<file path="src/rtl/lsu_pipe_if.sv">
// Shared op type and the request/response/DBus bundle for lsu_pipe.
//
// lsu_pipe_pkg::lsu_op_t : 4-bit operation code. Codes 9..15 and LSU_NOP are non-memory ops.
// lsu_pipe_if #(XLEN)     : groups the core request, response and DBus signals.
//   slave  modport : the LSU side (used by lsu_pipe)
//   master modport : the core/bus-model side (used by a driver or testbench)
//   Signals: req_valid/req_ready/req_op/req_addr/req_wdata/endianness/flush,
//            rsp_valid/rsp_data/rsp_misaligned/rsp_fault,
//            dbus_rd_en/dbus_wr_en/dbus_addr/dbus_wr_data/dbus_wr_strobe,
//            dbus_rd_data/dbus_wait/dbus_err.

package lsu_pipe_pkg;
  typedef enum logic [3:0] {
    LSU_NOP = 4'h0,
    LSU_LB  = 4'h1,
    LSU_LH  = 4'h2,
    LSU_LW  = 4'h3,
    LSU_LBU = 4'h4,
    LSU_LHU = 4'h5,
    LSU_SB  = 4'h6,
    LSU_SH  = 4'h7,
    LSU_SW  = 4'h8
  } lsu_op_t;
endpackage

interface lsu_pipe_if #(
  parameter int unsigned XLEN = 32
);
  logic                   req_valid;
  logic                   req_ready;
  lsu_pipe_pkg::lsu_op_t  req_op;
  logic [XLEN-1:0]        req_addr;
  logic [XLEN-1:0]        req_wdata;
  logic                   endianness;
  logic                   flush;

  logic                   rsp_valid;
  logic [XLEN-1:0]        rsp_data;
  logic                   rsp_misaligned;
  logic                   rsp_fault;

  logic                   dbus_rd_en;
  logic                   dbus_wr_en;
  logic [XLEN-1:0]        dbus_addr;
  logic [XLEN-1:0]        dbus_wr_data;
  logic [XLEN/8-1:0]      dbus_wr_strobe;
  logic [XLEN-1:0]        dbus_rd_data;
  logic                   dbus_wait;
  logic                   dbus_err;

  modport slave (
    input  req_valid, req_op, req_addr, req_wdata, endianness, flush,
    output req_ready,
    output rsp_valid, rsp_data, rsp_misaligned, rsp_fault,
    output dbus_rd_en, dbus_wr_en, dbus_addr, dbus_wr_data, dbus_wr_strobe,
    input  dbus_rd_data, dbus_wait, dbus_err
  );

  modport master (
    output req_valid, req_op, req_addr, req_wdata, endianness, flush,
    input  req_ready,
    input  rsp_valid, rsp_data, rsp_misaligned, rsp_fault,
    input  dbus_rd_en, dbus_wr_en, dbus_addr, dbus_wr_data, dbus_wr_strobe,
    output dbus_rd_data, dbus_wait, dbus_err
  );
endinterface

</file>
<file path="src/rtl/lsu_pipe.sv">
// Load/store unit pipeline: accepts one core request at a time, runs it on the DBus with
// byte-lane alignment, wait-state handling and a timeout, and returns a one-cycle response.
//
// Ports:
//   clk   : clock, all state on the rising edge
//   rst_n : asynchronous active-low reset
//   bus   : lsu_pipe_if.slave (request, response and DBus signals)
// Parameters:
//   XLEN    : data/address width, 32 or 64
//   TIMEOUT : consecutive dbus_wait cycles tolerated before a fault, 1..255
// Configuration macro:
//   LSU_PIPE_BIG_ENDIAN_EN : when defined, endianness=1 byte-reverses the accessed halfword
//                            or word on load extract and store insert; otherwise the
//                            endianness input is ignored (little-endian only).

module lsu_pipe
  import lsu_pipe_pkg::*;
#(
  parameter int unsigned XLEN    = 32,
  parameter int unsigned TIMEOUT = 15
) (
  input logic       clk,
  input logic       rst_n,
  lsu_pipe_if.slave bus
);

  localparam int unsigned NBYTES      = XLEN / 8;
  localparam int unsigned OFFW        = $clog2(NBYTES);
  localparam logic [7:0]  TIMEOUT_CNT = 8'(TIMEOUT);

  localparam logic [1:0] ST_IDLE = 2'd0;
  localparam logic [1:0] ST_BUS  = 2'd1;
  localparam logic [1:0] ST_RESP = 2'd2;

  // Access size in bytes; 0 marks a non-memory op.
  function automatic logic [2:0] op_size(lsu_op_t op);
    case (op)
      LSU_LB, LSU_LBU, LSU_SB: op_size = 3'd1;
      LSU_LH, LSU_LHU, LSU_SH: op_size = 3'd2;
      LSU_LW, LSU_SW:          op_size = 3'd4;
      default:                 op_size = 3'd0;
    endcase
  endfunction

  function automatic logic op_is_load(lsu_op_t op);
    op_is_load = op inside {LSU_LB, LSU_LH, LSU_LW, LSU_LBU, LSU_LHU};
  endfunction

  logic [1:0]      state_q, state_d;
  logic [7:0]      wait_cnt_q, wait_cnt_d;
  lsu_op_t         op_q;
  logic [XLEN-1:0] addr_q, wdata_q;
  logic [XLEN-1:0] rsp_data_q, rsp_data_d;
  logic            rsp_mis_q, rsp_mis_d;
  logic            rsp_fault_q, rsp_fault_d;
  logic            accept;

  // Byte-swap select for the registered request.
  logic be;
`ifdef LSU_PIPE_BIG_ENDIAN_EN
  logic endian_q;
  assign be = endian_q;
`else
  logic unused_endianness;
  assign be                = 1'b0;
  assign unused_endianness = bus.endianness;
`endif

  // Accept-side decode, used to choose between BUS and an immediate response.
  logic [2:0] req_size;
  logic       req_mis;
  assign req_size = op_size(bus.req_op);
  assign req_mis  = ((req_size == 3'd2) && bus.req_addr[0]) ||
                    ((req_size == 3'd4) && (bus.req_addr[1:0] != 2'b00));

  // Registered-request decode.
  logic [2:0]      q_size;
  logic            q_load, q_store;
  logic [OFFW-1:0] off;
  assign q_size  = op_size(op_q);
  assign q_load  = op_is_load(op_q);
  assign q_store = (q_size != 3'd0) && !q_load;
  assign off     = addr_q[OFFW-1:0];

  // Store path: build the (optionally byte-reversed) element, then move it to its lanes.
  logic [31:0]       st_elem;
  logic [NBYTES-1:0] st_mask;
  always_comb begin
    st_elem = '0;
    st_mask = '0;
    case (q_size)
      3'd1: begin
        st_elem = {24'b0, wdata_q[7:0]};
        st_mask = NBYTES'(4'h1);
      end
      3'd2: begin
        st_elem = be ? {16'b0, wdata_q[7:0], wdata_q[15:8]} : {16'b0, wdata_q[15:0]};
        st_mask = NBYTES'(4'h3);
      end
      3'd4: begin
        st_elem = be ? {wdata_q[7:0], wdata_q[15:8], wdata_q[23:16], wdata_q[31:24]}
                     : wdata_q[31:0];
        st_mask = NBYTES'(4'hF);
      end
      default: ;
    endcase
  end

  // Load path: shift the addressed lanes down, optionally reverse, then extend.
  logic [XLEN-1:0] rd_lanes;
  logic [7:0]      ld_b;
  logic [15:0]     ld_h;
  logic [31:0]     ld_w;
  logic [XLEN-1:0] ld_val;
  assign rd_lanes = bus.dbus_rd_data >> {off, 3'b000};
  assign ld_b     = rd_lanes[7:0];
  assign ld_h     = be ? {rd_lanes[7:0], rd_lanes[15:8]} : rd_lanes[15:0];
  assign ld_w     = be ? {rd_lanes[7:0], rd_lanes[15:8], rd_lanes[23:16], rd_lanes[31:24]}
                       : rd_lanes[31:0];

  always_comb begin
    ld_val = '0;
    case (op_q)
      LSU_LB:  ld_val = XLEN'($signed(ld_b));
      LSU_LBU: ld_val = XLEN'(ld_b);
      LSU_LH:  ld_val = XLEN'($signed(ld_h));
      LSU_LHU: ld_val = XLEN'(ld_h);
      LSU_LW:  ld_val = XLEN'($signed(ld_w));
      default: ld_val = '0;
    endcase
  end

  // Next-state logic.
  always_comb begin
    state_d     = state_q;
    wait_cnt_d  = wait_cnt_q;
    rsp_data_d  = rsp_data_q;
    rsp_mis_d   = rsp_mis_q;
    rsp_fault_d = rsp_fault_q;
    accept      = 1'b0;
    case (state_q)
      ST_IDLE: begin
        if (bus.req_valid && bus.req_ready) begin
          accept      = 1'b1;
          wait_cnt_d  = '0;
          rsp_data_d  = '0;
          rsp_mis_d   = req_mis;
          rsp_fault_d = 1'b0;
          state_d     = ((req_size != 3'd0) && !req_mis) ? ST_BUS : ST_RESP;
        end
      end
      ST_BUS: begin
        // Error beats both completion and wait; a completing beat beats the timeout.
        if (bus.dbus_err) begin
          rsp_fault_d = 1'b1;
          rsp_data_d  = '0;
          state_d     = ST_RESP;
        end else if (!bus.dbus_wait) begin
          rsp_data_d = ld_val;
          state_d    = ST_RESP;
        end else if (wait_cnt_q == TIMEOUT_CNT) begin
          rsp_fault_d = 1'b1;
          rsp_data_d  = '0;
          state_d     = ST_RESP;
        end else begin
          wait_cnt_d = wait_cnt_q + 8'd1;
        end
      end
      ST_RESP: state_d = ST_IDLE;
      default: state_d = ST_IDLE;
    endcase
    if (bus.flush) begin
      state_d = ST_IDLE;
    end
  end

  always_ff @(posedge clk or negedge rst_n) begin
    if (!rst_n) begin
      state_q     <= ST_IDLE;
      wait_cnt_q  <= '0;
      op_q        <= LSU_NOP;
      addr_q      <= '0;
      wdata_q     <= '0;
      rsp_data_q  <= '0;
      rsp_mis_q   <= 1'b0;
      rsp_fault_q <= 1'b0;
    end else begin
      state_q     <= state_d;
      wait_cnt_q  <= wait_cnt_d;
      rsp_data_q  <= rsp_data_d;
      rsp_mis_q   <= rsp_mis_d;
      rsp_fault_q <= rsp_fault_d;
      if (accept) begin
        op_q    <= bus.req_op;
        addr_q  <= bus.req_addr;
        wdata_q <= bus.req_wdata;
      end
    end
  end

`ifdef LSU_PIPE_BIG_ENDIAN_EN
  always_ff @(posedge clk or negedge rst_n) begin
    if (!rst_n) begin
      endian_q <= 1'b0;
    end else if (accept) begin
      endian_q <= bus.endianness;
    end
  end
`endif

  // Outputs. Flush masks the bus and response combinationally in the same cycle.
  logic bus_active;
  assign bus_active = (state_q == ST_BUS) && !bus.flush;

  assign bus.req_ready      = (state_q == ST_IDLE) && !bus.flush;
  assign bus.dbus_rd_en     = bus_active && q_load;
  assign bus.dbus_wr_en     = bus_active && q_store;
  assign bus.dbus_addr      = bus_active ? {addr_q[XLEN-1:OFFW], {OFFW{1'b0}}} : '0;
  assign bus.dbus_wr_data   = bus.dbus_wr_en ? (XLEN'(st_elem) << {off, 3'b000}) : '0;
  assign bus.dbus_wr_strobe = bus.dbus_wr_en ? (st_mask << off) : '0;

  assign bus.rsp_valid      = (state_q == ST_RESP) && !bus.flush;
  assign bus.rsp_data       = bus.rsp_valid ? rsp_data_q : '0;
  assign bus.rsp_misaligned = bus.rsp_valid && rsp_mis_q;
  assign bus.rsp_fault      = bus.rsp_valid && rsp_fault_q;

endmodule

</file>
<file path="src/flat_wrapper.sv">
// flat-port wrapper written by rule: the top's interface ports become plain ports
module lsu_pipe_flat import lsu_pipe_pkg::*;
#(
  parameter int unsigned XLEN    = 32,
  parameter int unsigned TIMEOUT = 15
)
  (clk, rst_n, bus_req_valid, bus_req_op, bus_req_addr, bus_req_wdata, bus_endianness, bus_flush, bus_req_ready, bus_rsp_valid, bus_rsp_data, bus_rsp_misaligned, bus_rsp_fault, bus_dbus_rd_en, bus_dbus_wr_en, bus_dbus_addr, bus_dbus_wr_data, bus_dbus_wr_strobe, bus_dbus_rd_data, bus_dbus_wait, bus_dbus_err);
  lsu_pipe_if #(.XLEN(XLEN)) bus_i ();
  input logic clk;
  input logic rst_n;
  input wire logic [$bits(bus_i.req_valid)-1:0] bus_req_valid;
  input wire logic [$bits(bus_i.req_op)-1:0] bus_req_op;
  input wire logic [$bits(bus_i.req_addr)-1:0] bus_req_addr;
  input wire logic [$bits(bus_i.req_wdata)-1:0] bus_req_wdata;
  input wire logic [$bits(bus_i.endianness)-1:0] bus_endianness;
  input wire logic [$bits(bus_i.flush)-1:0] bus_flush;
  output wire logic [$bits(bus_i.req_ready)-1:0] bus_req_ready;
  output wire logic [$bits(bus_i.rsp_valid)-1:0] bus_rsp_valid;
  output wire logic [$bits(bus_i.rsp_data)-1:0] bus_rsp_data;
  output wire logic [$bits(bus_i.rsp_misaligned)-1:0] bus_rsp_misaligned;
  output wire logic [$bits(bus_i.rsp_fault)-1:0] bus_rsp_fault;
  output wire logic [$bits(bus_i.dbus_rd_en)-1:0] bus_dbus_rd_en;
  output wire logic [$bits(bus_i.dbus_wr_en)-1:0] bus_dbus_wr_en;
  output wire logic [$bits(bus_i.dbus_addr)-1:0] bus_dbus_addr;
  output wire logic [$bits(bus_i.dbus_wr_data)-1:0] bus_dbus_wr_data;
  output wire logic [$bits(bus_i.dbus_wr_strobe)-1:0] bus_dbus_wr_strobe;
  input wire logic [$bits(bus_i.dbus_rd_data)-1:0] bus_dbus_rd_data;
  input wire logic [$bits(bus_i.dbus_wait)-1:0] bus_dbus_wait;
  input wire logic [$bits(bus_i.dbus_err)-1:0] bus_dbus_err;
  assign bus_i.req_valid = bus_req_valid;
  assign bus_i.req_op = bus_req_op;
  assign bus_i.req_addr = bus_req_addr;
  assign bus_i.req_wdata = bus_req_wdata;
  assign bus_i.endianness = bus_endianness;
  assign bus_i.flush = bus_flush;
  assign bus_req_ready = bus_i.req_ready;
  assign bus_rsp_valid = bus_i.rsp_valid;
  assign bus_rsp_data = bus_i.rsp_data;
  assign bus_rsp_misaligned = bus_i.rsp_misaligned;
  assign bus_rsp_fault = bus_i.rsp_fault;
  assign bus_dbus_rd_en = bus_i.dbus_rd_en;
  assign bus_dbus_wr_en = bus_i.dbus_wr_en;
  assign bus_dbus_addr = bus_i.dbus_addr;
  assign bus_dbus_wr_data = bus_i.dbus_wr_data;
  assign bus_dbus_wr_strobe = bus_i.dbus_wr_strobe;
  assign bus_i.dbus_rd_data = bus_dbus_rd_data;
  assign bus_i.dbus_wait = bus_dbus_wait;
  assign bus_i.dbus_err = bus_dbus_err;
  lsu_pipe #(.XLEN(XLEN), .TIMEOUT(TIMEOUT)) u_core (.clk(clk), .rst_n(rst_n), .bus(bus_i));
endmodule
</file>
<file path="config.mk">
export PLATFORM = sky130hd
export DESIGN_NAME = lsu_pipe_flat
export DESIGN_NICKNAME = d
export VERILOG_FILES = /design/src/rtl/lsu_pipe_if.sv /design/src/rtl/lsu_pipe.sv /design/src/flat_wrapper.sv
export SDC_FILE = /design/constraint.sdc
export NUM_CORES = 1
export LEC_CHECK = 0
export CORE_MARGIN = 4
export CORE_UTILIZATION = 45
export DETAILED_ROUTE_END_ITERATION = 10
export PLACE_DENSITY = 0.77
export SYNTH_ARGS = -nofsm -noshare
export SYNTH_HDL_FRONTEND = slang
export SYNTH_SLANG_ARGS = --single-unit
export TNS_END_PERCENT = 5
</file>
<file path="constraint.sdc">
create_clock -name clk -period 2.95 [get_ports clk]
set_input_delay 0.7375 -clock clk [delete_from_list [all_inputs] [get_ports clk]]
set_output_delay 0.7375 -clock clk [all_outputs]
set_load 0.01 [all_outputs]
</file>
Word-level counts from Yosys, hierarchy flattened
Memories as Yosys holds them, arrays and structs flattened.
Cells that the tools add are included.
Widths: inputs -> output; s select.
- ROM bits: 96
- word-level logic and storage cells: 94
- output and inout bits: 106
- memories: 2
- input port bits: 107
- flip-flop bits (word level): 112
- shift-type cells: 3
- eq/ne operators: 22
- add/sub/neg operators: 1
- reductions and logical operators: 27
- multiplexer cells: 31
- memory list (name ; depth ; width ; read ports ; clocked after Yosys merged registers in ; wr ports ; line ; source):
    (no name shown) ; 16 ; 3 ; 1 ; 0 ; 0 ; lsu_pipe.sv:37 ; case (op)
    (no name shown) ; 16 ; 3 ; 1 ; 0 ; 0 ; lsu_pipe.sv:37 ;
- operator list (cell ; count):
    $mux 32 ; 7
    $pmux 32 s5 ; 1
    $pmux 32 s3 ; 1
    $pmux 32 s2 ; 1
    $mux 8 ; 4
    $shl 32x5->32 ; 1
    $shr 32x5->32 ; 1
    $pmux 8 s2 ; 1
    $logic_and 1x1->1 ; 12
    $mux 2 ; 6
    $pmux 4 s3 ; 1
    $add 8x1->8 const B ; 1
    $eq 4x2->1 const B ; 2
    $eq 4x3->1 const B ; 2
    $eq 8x4->1 const B ; 1
    $eq 3x2->1 const B ; 2
    $eq 3x3->1 const B ; 2
    $mux 1 ; 6
    $ne 2x2->1 const B ; 3
    $ne 3x2->1 const B ; 2
    $reduce_bool 3->1 ; 2
    $ne 5x4->1 const B ; 1
    $reduce_and 5->1 ; 1
    $reduce_bool 5->1 ; 1
    other kinds (18) ; 22

Depth between registers and ports, before layout
Gate-level depths: netlist of run 1.
An unclocked memory read counts as a cell.
- word-level depth: 10
- mapped depth: 7
- depth with buffers taken out: 5

Worst setup path before layout of run 1
OpenSTA, ideal clock, no wires.
- kind: input port to output port
- start point: in bus_flush
- end point: out bus_dbus_wr_data[10]
- stages: 5
- path slack: 0.282 ns
- buffers on the path: 1
- arrival time: 1.930 ns
- required time: 2.213 ns
- path through: nor3b_1 > o21ai_1 > or2_1 > clkbuf_1 > a21oi_1
- cells in the longest elaborated chain, start to end: 4
- ends and longest elaborated chain (item ; line ; source):
    start: declaration ; flat_wrapper.sv:16 ; input wire logic [$bits(bus_i.flush)-1:0] bus_flush;
    $logic_not 1->1 ; lsu_pipe.sv:213 ; assign bus_active = (state_q == ST_BUS) && !bus.flush;
    $logic_and 1x1->1 ; lsu_pipe.sv:213 ;
    $logic_and 1x1->1 ; lsu_pipe.sv:217 ; assign bus.dbus_wr_en = bus_active && q_store;
    $mux 32 ; lsu_pipe.sv:219 ; assign bus.dbus_wr_data = bus.dbus_wr_en ? (XLEN'(st_elem) << {off, 3'b000}) : '0;
    end: declaration ; flat_wrapper.sv:25 ; output wire logic [$bits(bus_i.dbus_wr_data)-1:0] bus_dbus_wr_data;
No other way between the ends.

Worst setup path after layout of run 1
- start point: reg u_core.op_q[1]
- end point: out bus_dbus_wr_data[28]
- cells in the longest elaborated chain, start to end: 6
- elaborated cells between the ends (all ways): 17
- those cells by class: eq/ne: 8; shift: 1; mux: 2; reduce/logical: 5; memory: 1
- ends and longest elaborated chain (item ; line ; source):
    start: declaration ; lsu_pipe.sv:51 ; lsu_op_t op_q;
    start signal: assignment ; lsu_pipe.sv:194 ; op_q <= bus.req_op;
    parallel branches: the longest is 5 deep, another holds $mem_v2 16x3 ; n/a ;
    $mux 32 * ; lsu_pipe.sv:219 ;
Mark *: on every way between the ends.

==> summary by stage, run 1 <==
GRT
The initial antenna violation count is 0. The first global-routing pass estimated 30990 um of wire. The global routing usage summed across all routing layers is 23.76%. The pin count of the biggest net entering global routing is 76.

The total overflow left after global routing is 0. The via count of the first global-routing pass came to 5900.

Synthesis
Synthesis inferred 112 register bits. Averaged over all synthesized cells, the footprint is 8.317 um2. In this run the cell area of the synthesized design comes to 0.006412 mm2.

The proportion of register bits with asynchronous set or reset after synthesis is 100.0%. For this run, the leading register cell type out of synthesis is sky130_fd_sc_hd__dfrtp_1. The Yosys warning count is 0.

The number of enable flip-flop cells after synthesis is 0. After synthesis, the netlist uses 61 different library cells. The post-synthesis cell count is 771. The share of synthesized area occupied by flip-flops and latches is 43.71%.

Clock tree
Clock-pin slew was measured on the worst setup and hold paths at 0.07 ns. The deepest clock path buffer count is 2. In this run the clock root is driven by a sky130_fd_sc_hd__clkbuf_16.

The later-pin clock latency in the skew report is 0.35 ns. The number of clock sinks is 112. Buffers inserted during clock tree synthesis total 9. The number of levels in the clock H-tree is 3. The quantity of hold-fixing buffers added after cts is 0. The CTS tree is done.

Finish
The area growth from synthesis to layout is 43.51%. The net count of the finished layout is 1086. The commonest non-fill, non-tap cell in the layout is sky130_fd_sc_hd__nand2_1. The share of post-route cells with drive strength above 1 is 10.27%. The number of inserted diodes is 0. Cells fill 66.04% of the core in the end.

Once layout is done, the placed cells without fillers occupy 0.009203 mm2. In the layout the commonest cells are sky130_fd_sc_hd__nand2_1 (242), sky130_fd_sc_hd__clkdlybuf4s50_1 (120), sky130_fd_sc_hd__dfrtp_1 (110).

Floorplan
The floorplan step defined a die boundary enclosing 0.01622 mm2. The I/O pin count is 213. The die height is 127.4 um. The initial utilization of the core area, before any placement, comes to 46.02%. The row count is 43. The floorplan step set the die width to 127.4 um. The area inside the core boundary is 0.01393 mm2.

Placed design
The HPWL reported at the end of detailed placement is 14020 um. In this run the tool buffered the top-level ports with 209 buffer cells. The placer congestion estimate is 0.8806.

After detailed placement, the total cell area comes to 0.008879 mm2.

Timing
The maximum operating frequency is 0.3414 GHz. The portion of the clock cycle consumed by the worst path in the final layout is 99.30%. The routed design could run at a clock period as short as 2.929 ns. The final setup violation count is 0. The number of hold violations in the final report is 0. The slew at the pin closest to its max-slew limit is 0.7649 ns. Across the routed clock network, the largest skew measured is 0.007927 ns. Setup repair after global routing could not meet its margin everywhere. The normalized max-slew margin is 49.00%. The max-slew violation count is 0.

Critical path
The category of the critical setup timing path is flip-flop to output port. For the worst setup path, the data required time is 2.21 ns. For the worst setup path, the data arrival time is 2.19 ns.

The launching element type of the critical path is a flip-flop. Along the worst path, the maximum fanout reaches 16. STA classifies the critical path endpoint as an output port.

Flow run
Across the run, the number of max-cap violations was 0.

Drt
After detailed routing, the number of remaining DRC violations is 0. The via density per instance is 5.320. The routed wire length is 19820 um. The antenna violation net count after detailed routing is 0. The first TritonRoute pass finished after 5 iterations. After detailed routing, the average wire length per cell comes to 17.05 um.

Across all layers, the routed design uses 6187 vias. In this run, the number of DRC markers left after iteration 0 of detailed routing was 430.

Hold path
The path class of the lowest-slack min-delay path is input pin to asynchronous set/reset pin.

Outcome
The run finished with clean final reports.

Pwr
The worst supply voltage drop on vdd is 0.2602 mV. The analysis attributes to cell leakage a power of 4.662 nW. In this run the power density over the cells is 463.3 mW/mm2.
## path summary, 6_finish.rpt
path                                                           to  cells after the start  slack [ns]                          start
worst max register to register  u_core.rsp_data_q[21]$_DFFE_PN0P_                      5        0.54   u_core.addr_q[1]$_DFFE_PN0P_
worst min register to register      u_core.addr_q[29]$_DFFE_PN0P_                      2        0.47  u_core.addr_q[29]$_DFFE_PN0P_
worst max-delay path                         bus_dbus_wr_data[28]                      6        0.02     u_core.op_q[1]$_DFFE_PN0P_
worst min-delay path                u_core.wdata_q[7]$_DFFE_PN0P_                      1        0.47                          rst_n
min in group clk                    u_core.addr_q[29]$_DFFE_PN0P_                      2        0.47  u_core.addr_q[29]$_DFFE_PN0P_
max in group asynchronous           u_core.wdata_q[0]$_DFFE_PN0P_                      2        1.77                          rst_n
## worst max-delay path, cell delays in order (launching register included)
cell and delay, ns:
sky130_fd_sc_hd__dfrtp_1 0.38, sky130_fd_sc_hd__or3b_4 0.43, sky130_fd_sc_hd__a21oi_4 0.16, sky130_fd_sc_hd__buf_12 0.15, sky130_fd_sc_hd__o21ai_0 0.13, sky130_fd_sc_hd__a311oi_1 0.28, sky130_fd_sc_hd__dlygate4sd2_1 0.31
## routing by layer
metal	global-route usage (%)	part of all wire (%)	wire length [um]	up-vias
met1	31.93	43	8517	2925
met4	7.571	1.9	372	0
met5	0	0	0	-
li1	-	-	-	3010
met2	36.64	45	9005	227
met3	7.692	9.7	1928	25
## metrics by stage
stage	std cells	setup TNS, ns	power (mW)	hold WS (ns)	worst slack, ns
floorplan	772	0	2.493	0.4374	0.2824
detailed placement	1145	-40.01	2.991	0.4542	-0.5685
finish	1163	0	4.264	0.4670	0.02071
CTS	1161	-1.077	4.269	0.4730	-0.2105
global placement	1145	-39.50	2.970	0.4485	-0.5546
global route	1163	-0.7339	4.486	0.4883	-0.09441
## cells in the mapped netlist, drive strengths merged (9+ instances only)
cell type  instances  area (um2)
nor2              26       97.59
nand2            244       915.9
clkbuf            32       120.1
o221ai            16       140.1
a21oi             31       170.2
nor2b             17       106.4
o2bb2ai           23       201.4
mux2i             15       150.1
o21ai             26       130.1
inv               20       75.07
buf               24       123.9
a211oi            10       80.07
and2              74       462.9
mux2               9       101.4
a311oi             9       78.83
nand3b             9       67.56
dfrtp            112        2803
## power breakdown
part | internal, mW | leakage (nW) | switching [mW]
Combinational | 0.507 | 3.06 | 0.621
Sequential | 1.72 | 1.45 | 0.147
Clock | 0.690 | 0.146 | 0.578
Total | 2.92 | 4.66 | 1.35
## registers in the layout, summed over array words and instances (netlist names)
signal              count
u_core.op_q             4
u_core.wdata_q         32
u_core.rsp_mis_q        1
u_core.rsp_fault_q      1
u_core.addr_q          32
u_core.wait_cnt_q       8
u_core.state_q          2
u_core.rsp_data_q      32
## layout make-up
| cell class | count | area [um2] |
|---|---|---|
| clock buffers | 11 | 242.7 |
| inverters | 20 | 75.07 |
| flip-flops and latches | 112 | 2805 |
| clock inverters | 5 | 63.81 |
| repair buffers | 251 | 2440 |
| well taps | 180 | 225.2 |
| fillers | 1240 | 4732 |
| multi-input cells | 584 | 3351 |
## logic make-up (layout without fill, tap and decap cells)
group / count (synthesis) / count (layout) / share of synthesized area, %
xor gates and xnor gates: 7 / 7 / 0.9561
other: 1 / 2 / 0.05848
adders and majority gates: 1 / 1 / 0.1951
AOI/OAI and AO/OA: 141 / 141 / 15.59
and+or+nand+nor: 408 / 408 / 30.24
buffers and inverters: 76 / 287 / 4.976
DFF: 112 / 112 / 43.71
muxes: 25 / 25 / 4.273
## timing repair
item / 4_1_cts / 5_1_grt
endpoints found under the setup margin: 103 / 70
gates cloned: 0 / 1
resized for setup: 81 / 57
pin swaps: 2 / 3
endpoints found under the hold margin: 0 / 0
setup buffers: 0 / 1
(Power assumes the default switching activity.)
==> run 2, diff against run 1 <==
--- a/config.mk
+++ b/config.mk
@@ -7,6 +7,8 @@
 export LEC_CHECK = 0
 export CORE_MARGIN = 4
 export CORE_UTILIZATION = 45
+export CTS_CLUSTER_DIAMETER = 120
+export CTS_CLUSTER_SIZE = 8
 export DETAILED_ROUTE_END_ITERATION = 10
 export PLACE_DENSITY = 0.77
 export SYNTH_ARGS = -nofsm -noshare
==> constraint.sdc (replaced) <==
create_clock -name clk -period 3.2 [get_ports clk]
set_input_delay 0.8 -clock clk [delete_from_list [all_inputs] [get_ports clk]]
set_output_delay 0.8 -clock clk [all_outputs]
set_load 0.01 [all_outputs]
==> summary by stage, run 2 (synthesized netlist as in run 1, its figures left out) <==
Critical path
The maximum fanout along the worst path was 16 (unchanged). The number of buffers and inverters on the critical path is 2 (unchanged). The element type at the critical path end is an output port. The critical path is of the flip-flop to output port type. The worst flop-to-flop path startpoint is u_core.addr_q[1]$_DFFE_PN0P_. The number of cells traversed by the worst register-to-register path is 5 (unchanged). The launching element type of the critical path is a flip-flop. The arrival time reported for the critical path endpoint is 2.37 ns (+0.18 ns). The critical path's slowest cell is sky130_fd_sc_hd__dfrtp_2.

The worst-case register-to-register setup slack is 0.76 ns (+0.22 ns). The critical path goes through or3b_4, a21oi_2, buf_12, o21ai_0, a311oi_1, dlygate4sd2_1. Grouping stages by cell kind, the critical path spends the most delay in compound AO/OA/AOI/OAI gates. The maximum single-stage delay on the critical path is 0.45 ns (+0.02 ns). The data required time of the worst path is 2.40 ns (+0.19 ns).

The capture instance of the worst register-to-register path is u_core.rsp_data_q[26]$_DFFE_PN0P_.

Clock tree
The number of CTS-inserted buffers is 9 (unchanged). The root buffer cell is sky130_fd_sc_hd__clkbuf_16. The CTS tree is done. The number of post-CTS setup repair buffers was 0 (unchanged).

The quantity of hold-fixing buffers added after cts was 0 (unchanged). The deepest clock path buffer count is 2 (unchanged). The clock slew seen by the registers of the worst setup and hold paths is 0.07 ns (about the same). The number of levels in the clock H-tree is 3 (unchanged).

The later-pin clock latency in the skew report is 0.36 ns (about the same). The number of clock sinks is 112 (unchanged).

Timing
The final worst-path setup slack is 0.02763 ns (+0.006927 ns). The clock skew is 0.007653 ns (-0.0002740 ns). The final setup violation count is 0 (unchanged). The max-slew violation count is 0 (unchanged). The number of hold violations in the final report is 0 (unchanged). The smallest clock period supported by the final layout is computed as 3.172 ns.

The normalized max-slew margin is 53.87% (+4.9 points). The portion of the clock cycle consumed by the worst path in the final layout is 99.14%. The slew at the pin closest to its max-slew limit was 0.6920 ns (-0.07295 ns). Setup repair after global routing could not meet its margin everywhere.

The maximum operating frequency is 0.3152 GHz.

Flow run
The max-capacitance violation count came to 0 (unchanged).

Floorplan
The area inside the core boundary is 0.01393 mm2 (unchanged). The row count is 43 (unchanged). The I/O pin count was 213 (unchanged).

The die height was 127.4 um (unchanged). The effective utilization at floorplan is 46.02% (unchanged). The area of the die is 0.01622 mm2 (unchanged). The die span in x is 127.4 um (unchanged).

Pwr
The switching part of the total power is 30.60% (-0.99 points). The sum of internal, switching and leakage power is 3.960 mW (-7.1%). The switching power is 1.212 mW (-10%).

The cell leakage power came to 4.299 nW (-7.8%). The clock share of power is 31.0% (+1.3 points). The internal cell power is 2.748 mW (-5.8%). The areal power density over the cells came to 434.7 mW/mm2 (-6.2%). The portion of total power attributed to combinational logic was 24.9% (-1.6 points). The portion of total power attributed to sequential cells is 44.1% (+0.3 points). The worst supply voltage drop on vdd is 0.3260 mV (+25%).

Finish
The top cell types in the final layout, fill and taps aside, are sky130_fd_sc_hd__nand2_1 (242), sky130_fd_sc_hd__clkdlybuf4s50_1 (140), sky130_fd_sc_hd__dfrtp_1 (109). Compared with the post-synthesis result, the final layout area differs by 42.05%. The layout net count is 1077 (-0.83%).

The number of filler instances in the final layout is 1185 (-4.4%). The share of post-route cells with drive strength above 1 came to 8.316% (-2.0 points). The number of inserted diodes is 0 (unchanged).

The commonest non-fill, non-tap cell in the layout is sky130_fd_sc_hd__nand2_1. In the final layout, the registers with the most flip-flops are u_core.addr_q x32, u_core.rsp_data_q x32, u_core.wdata_q x32.

Drt
The antenna violation net count after detailed routing is 0 (unchanged). The routed wire length is 19360 um (-2.4%). The starting DRC count in detailed routing is 460 (+7.0%). The number of remaining DRC errors is 0 (unchanged). The wire length per cell is 16.77 um (-1.6%). The via density per instance was 5.304 (-0.30%). The total via count in the routed design is 6121 (-1.1%). The number of search-and-repair iterations in the first detailed-routing pass was 5 (unchanged).

Hold path
The tightest min-delay check is of the input pin to asynchronous set/reset pin type.

GRT
The global-route congestion overflow total came to 0 (unchanged). The global routing usage summed across all routing layers is 23.83% (+0.070 points). The pin count of the biggest net entering global routing was 76 (unchanged). The wire length of the first global-routing pass is 30990 um (about the same).

The via count of the first global-routing pass was 5915 (+0.25%). The initial antenna violation count is 2 (+2).

Placed design
The count of input and output buffers is 209 (unchanged). The placement-stage worst setup slack is -0.4575 ns (+0.1110 ns). The HPWL reported at the end of detailed placement was 14000 um (-0.11%). The placer congestion estimate is 0.8609 (-2.2%).

Outcome
The run finished with clean final reports.
run 2: layout make-up:
class | instances | area [um2] | area share, %
clock buffers | 12 | 246.5 | 2.706
clock inverters | 4 | 76.32 | 0.8379
inverters | 20 | 75.07 | 0.8242
multi-input cells | 584 | 3342 | 36.69
flip-flops and latches | 112 | 2806 | 30.81
well taps | 180 | 225.2 | 2.473
repair buffers | 242 | 2337 | 25.66
run 2: worst max-delay path by stage:
stage / startpoint / endpoint / depth (start not counted)
2_1_floorplan: bus_flush / bus_dbus_wr_data[10] / 5
3_3_place_gp: bus_flush / bus_dbus_wr_data[11] / 6
3_5_place_dp: bus_flush / bus_dbus_wr_data[11] / 6
4_1_cts: u_core.op_q[1]$_DFFE_PN0P_ / bus_dbus_wr_data[20] / 6
5_1_grt: u_core.op_q[1]$_DFFE_PN0P_ / bus_dbus_wr_data[28] / 6
6_report: u_core.op_q[1]$_DFFE_PN0P_ / bus_dbus_wr_data[28] / 6
run 2: metrics by stage:
| step | instances | hold slack, ns | TNS, ns | area (um2) | util [%] |
|---|---|---|---|---|---|
| after floorplan | 772 | 0.4374 | 0 | 6416 | - |
| after global placement | 1138 | 0.4489 | -26.33 | 8813 | 63.25 |
| after detailed placement | 1138 | 0.4542 | -26.48 | 8813 | 63.25 |
| after CTS | 1154 | 0.4724 | -0.1970 | 9080 | 65.16 |
| after global routing | 1154 | 0.4930 | -0.3657 | 9109 | 65.37 |
| final | 1154 | 0.4665 | 0 | 9109 | 65.37 |
run 2: power groups by stage:
stage,clock [mW],sequential (mW),combinational (mW)
4_1_cts,1.26,1.74,0.980
5_1_grt,1.32,1.77,1.10
3_5_place_dp,0,1.76,0.975
6_report,1.23,1.74,0.988
2_1_floorplan,0,1.69,0.610
3_3_place_gp,0,1.76,0.959
run 2: metal layers:
metal | track usage, % | up-vias | routed length [um]
met5 | 0 | - | 24
met4 | 7.950 | 4 | 394
met3 | 8.403 | 31 | 1903
met2 | 36.45 | 247 | 8708
met1 | 31.65 | 2840 | 8327
li1 | - | 2999 | -
run 2: what timing repair did:
action	in CTS	in global routing
pin swaps	1	3
setup endpoints to repair	102	19
resized for setup	74	13
run 2: worst register-to-register path: cells and delay by family (launching register included):
kind                   cells  cell delay [ns]
multiplexers               1             0.57
flip-flops                 1             0.60
AO/OA/AOI/OAI              2             0.59
AND/OR/NAND/NOR            1             0.26
buffers and inverters      1             0.28
==> run 3, diff against run 2 <==
--- a/config.mk
+++ b/config.mk
@@ -10,7 +10,10 @@
 export CTS_CLUSTER_DIAMETER = 120
 export CTS_CLUSTER_SIZE = 8
 export DETAILED_ROUTE_END_ITERATION = 10
+export GPL_ROUTABILITY_DRIVEN = 0
+export GPL_TIMING_DRIVEN = 0
 export PLACE_DENSITY = 0.77
+export RECOVER_POWER = 100
 export SYNTH_ARGS = -nofsm -noshare
 export SYNTH_HDL_FRONTEND = slang
 export SYNTH_SLANG_ARGS = --single-unit
==> summary by stage, run 3 (synthesized netlist as in run 1, its figures left out) <==
GRT
The initial antenna violation count is 0 (-2). The via count of the first global-routing pass is 6204 (+4.9%). The pin count of the biggest net entering global routing is 67 (-12%). The global routing usage summed across all routing layers was 25.93% (+2.1 points). The wire length of the first global-routing pass is 33290 um (+7.4%). The global-route congestion overflow total is 0 (unchanged).

Critical path
The arrival time reported for the critical path endpoint was 2.45 ns (+0.08 ns). The end point of the critical path is bus_dbus_wr_data[5]. The launching element type of the critical path is a flip-flop.

The worst-case register-to-register setup slack was 0.90 ns (+0.14 ns). The data required time of the worst path is 2.40 ns (about the same). The maximum fanout along the worst path came to 10 (-6).

The critical path is of the flip-flop to output port type. The critical path launch point is u_core.op_q[1]$_DFFE_PN0P_. The element type at the critical path end is an output port.

In this run the critical register-to-register path is captured at u_core.rsp_data_q[9]$_DFFE_PN0P_. The number of cells traversed by the worst register-to-register path came to 6 (+1). In this run the critical register-to-register path is launched from u_core.wait_cnt_q[0]$_DFFE_PN0P_.

Finish
The library cell used most frequently in the layout, excluding fill and tap cells, is sky130_fd_sc_hd__nand2_1. In the layout the commonest cells are sky130_fd_sc_hd__nand2_1 (243), sky130_fd_sc_hd__clkdlybuf4s50_1 (137), sky130_fd_sc_hd__dfrtp_1 (112). The layout net count is 1105 (+2.6%). The largest registers in the layout are u_core.addr_q x32, u_core.rsp_data_q x32, u_core.wdata_q x32. The number of inserted diodes came to 0 (unchanged). The area overhead of the layout relative to synthesis is 43.22%. The final standard cell count with taps included and fillers excluded was 1182 (+2.4%).

The share of post-route cells with drive strength above 1 was 8.982% (+0.67 points).

Drt
The number of remaining DRC errors is 0 (unchanged). The starting DRC count in detailed routing is 581 (+26%). The wire length per cell came to 17.51 um (+4.4%). The antenna violation net count after detailed routing is 0 (unchanged).

The via density per instance was 5.361 (+1.1%). The routed wire length is 20700 um (+6.9%). The total via count in the routed design is 6337 (+3.5%). The number of search-and-repair iterations in the first detailed-routing pass is 5 (unchanged).

Timing
The final worst-path setup slack is -0.05436 ns (-0.08199 ns). The hold slack is 0.4691 ns (+0.002595 ns). Setup repair after global routing could not meet its margin everywhere. The clock period minus final worst setup slack is 3.254 ns (+0.08199 ns).

The clock skew is 0.009190 ns (+0.001537 ns). The portion of the clock cycle consumed by the worst path in the final layout came to 101.7% (+2.6 points). The maximum operating frequency is 0.3073 GHz (-2.5%). The accumulated negative setup slack was -0.1103 ns (-0.1103 ns). The number of hold violations in the final report was 0 (unchanged). The max-slew violation count is 48 (+48). The normalized max-slew margin was -43.67% (-98 points). The slew at the pin closest to its max-slew limit came to 2.155 ns (+1.463 ns). The final setup violation count came to 3 (+3).

Placed design
The total placed cells including tap cells is 1162 (+2.1%). The count of input and output buffers was 209 (unchanged). The HPWL reported at the end of detailed placement is 15600 um (+11%).

Pwr
The clock share of power is 29.7% (-1.3 points). The switching part of the total power is 32.20% (+1.6 points). The worst supply voltage drop on vdd is 0.2976 mV (-8.7%).

The internal cell power was 2.659 mW (-3.3%). The areal power density over the cells is 427.0 mW/mm2 (-1.8%). The sum of internal, switching and leakage power is 3.921 mW (-0.98%).

The cell leakage power came to 4.495 nW (+4.6%). The portion of total power attributed to sequential cells is 43.9% (-0.2 points). The switching power is 1.262 mW (+4.2%). The portion of total power attributed to combinational logic was 26.5% (+1.6 points).

Floorplan
The die height is 127.4 um (unchanged). The row count was 43 (unchanged). The effective utilization at floorplan was 46.02% (unchanged).

The die span in x is 127.4 um (unchanged). The I/O pin count was 213 (unchanged). The area of the die is 0.01622 mm2 (unchanged).

The area inside the core boundary is 0.01393 mm2 (unchanged).

Clock tree
The deepest clock path buffer count is 2 (unchanged). The CTS tree is done. The quantity of hold-fixing buffers added after cts came to 0 (unchanged).

The tree is rooted in a sky130_fd_sc_hd__clkbuf_16. The clock slew seen by the registers of the worst setup and hold paths is 0.08 ns (about the same). The later-pin clock latency in the skew report was 0.36 ns (about the same). The number of clock sinks came to 112 (unchanged). The number of CTS-inserted buffers is 9 (unchanged). The number of levels in the clock H-tree is 3 (unchanged).

Hold path
The number of cells on the worst hold path is 2. The worst hold path belongs to the class flip-flop to flip-flop.

Outcome
The final reports fail on capacitance limit, slew limit, setup timing. The run finished, with violations left.

Flow run
The max-capacitance violation count was 1 (+1).
run 3: cell types whose count changed in the layout (fill, tap and decap cells not counted), sizes merged:
| cell | previous run | this run |
|---|---|---|
| bufinv | 2 | 1 |
| dlygate4sd1 | 2 | 0 |
| clkbuf | 12 | 51 |
| clkinvlp | 1 | 0 |
| clkinv | 0 | 2 |
| dlygate4sd2 | 60 | 37 |
| buf | 35 | 30 |
| clkdlybuf4s25 | 0 | 4 |
| dlymetal6s2s | 2 | 18 |
| clkdlybuf4s15 | 3 | 2 |
| clkdlybuf4s50 | 140 | 137 |
| dlygate4sd3 | 0 | 3 |
run 3: worst max-delay path, stage by stage (launching register included):
cell and delay [ns]:
sky130_fd_sc_hd__dfrtp_1 0.42, sky130_fd_sc_hd__buf_4 0.20, sky130_fd_sc_hd__nor4b_4 0.33, sky130_fd_sc_hd__o21ai_2 0.13, sky130_fd_sc_hd__nor3_4 0.22, sky130_fd_sc_hd__buf_12 0.14
sky130_fd_sc_hd__and2_1 0.12, sky130_fd_sc_hd__clkdlybuf4s50_1 0.54
run 3: layer usage:
layer,share of wire [%],GRT usage (%),wire length (um)
met4,2.2,6.688,446
met3,11,9.490,2285
met1,41,33.81,8508
met5,0,0,0
met2,46,41.10,9461
run 3: worst min-delay path by stage:
stage / start / end / slack (ns)
2_1_floorplan: u_core.addr_q[10]$_DFFE_PN0P_ / u_core.addr_q[10]$_DFFE_PN0P_ / 0.44
3_3_place_gp: u_core.addr_q[19]$_DFFE_PN0P_ / u_core.addr_q[19]$_DFFE_PN0P_ / 0.45
3_5_place_dp: u_core.addr_q[3]$_DFFE_PN0P_ / u_core.addr_q[3]$_DFFE_PN0P_ / 0.45
4_1_cts: rst_n / u_core.wdata_q[5]$_DFFE_PN0P_ / 0.38
5_1_grt: u_core.rsp_data_q[13]$_DFFE_PN0P_ / u_core.rsp_data_q[13]$_DFFE_PN0P_ / 0.49
6_report: u_core.addr_q[3]$_DFFE_PN0P_ / u_core.addr_q[3]$_DFFE_PN0P_ / 0.47
run 3: per-stage QoR:
| stage | cell area, um2 | util [%] | worst slack, ns |
|---|---|---|---|
| floorplan | 6416 | - | 0.4074 |
| global placement | 8733 | 62.67 | -3.139 |
| detailed placement | 8762 | 62.88 | -1.220 |
| CTS | 9171 | 65.82 | -0.2004 |
| global route | 9184 | 65.91 | -0.1385 |
| finish | 9184 | 65.91 | -0.05436 |
run 3: area by class of cell:
| cell class | count | area [um2] |
|---|---|---|
| fill | 1197 | 4751 |
| multi-input combinational | 584 | 3385 |
| sequential | 112 | 2803 |
| timing repair buffer | 216 | 2116 |
| buffer | 54 | 281.5 |
| clock buffer | 12 | 246.5 |
| tap | 180 | 225.2 |
| inverter | 20 | 75.07 |
| clock inverter | 4 | 52.55 |
run 3: power by group through the flow:
stage | logic [mW] | registers [mW] | clock network, mW
2_1_floorplan | 0.610 | 1.69 | 0
3_5_place_dp | 0.986 | 1.73 | 0
6_report | 1.04 | 1.72 | 1.16
3_3_place_gp | 0.968 | 1.73 | 0
4_1_cts | 1.03 | 1.71 | 1.19
5_1_grt | 1.14 | 1.74 | 1.25
run 3: timing repair:
action	4_1_cts	5_1_grt
setup buffers	4	2
setup endpoints to repair	103	64
endpoints found under the hold margin	0	0
pin swaps	2	3
gates resized for setup	90	46
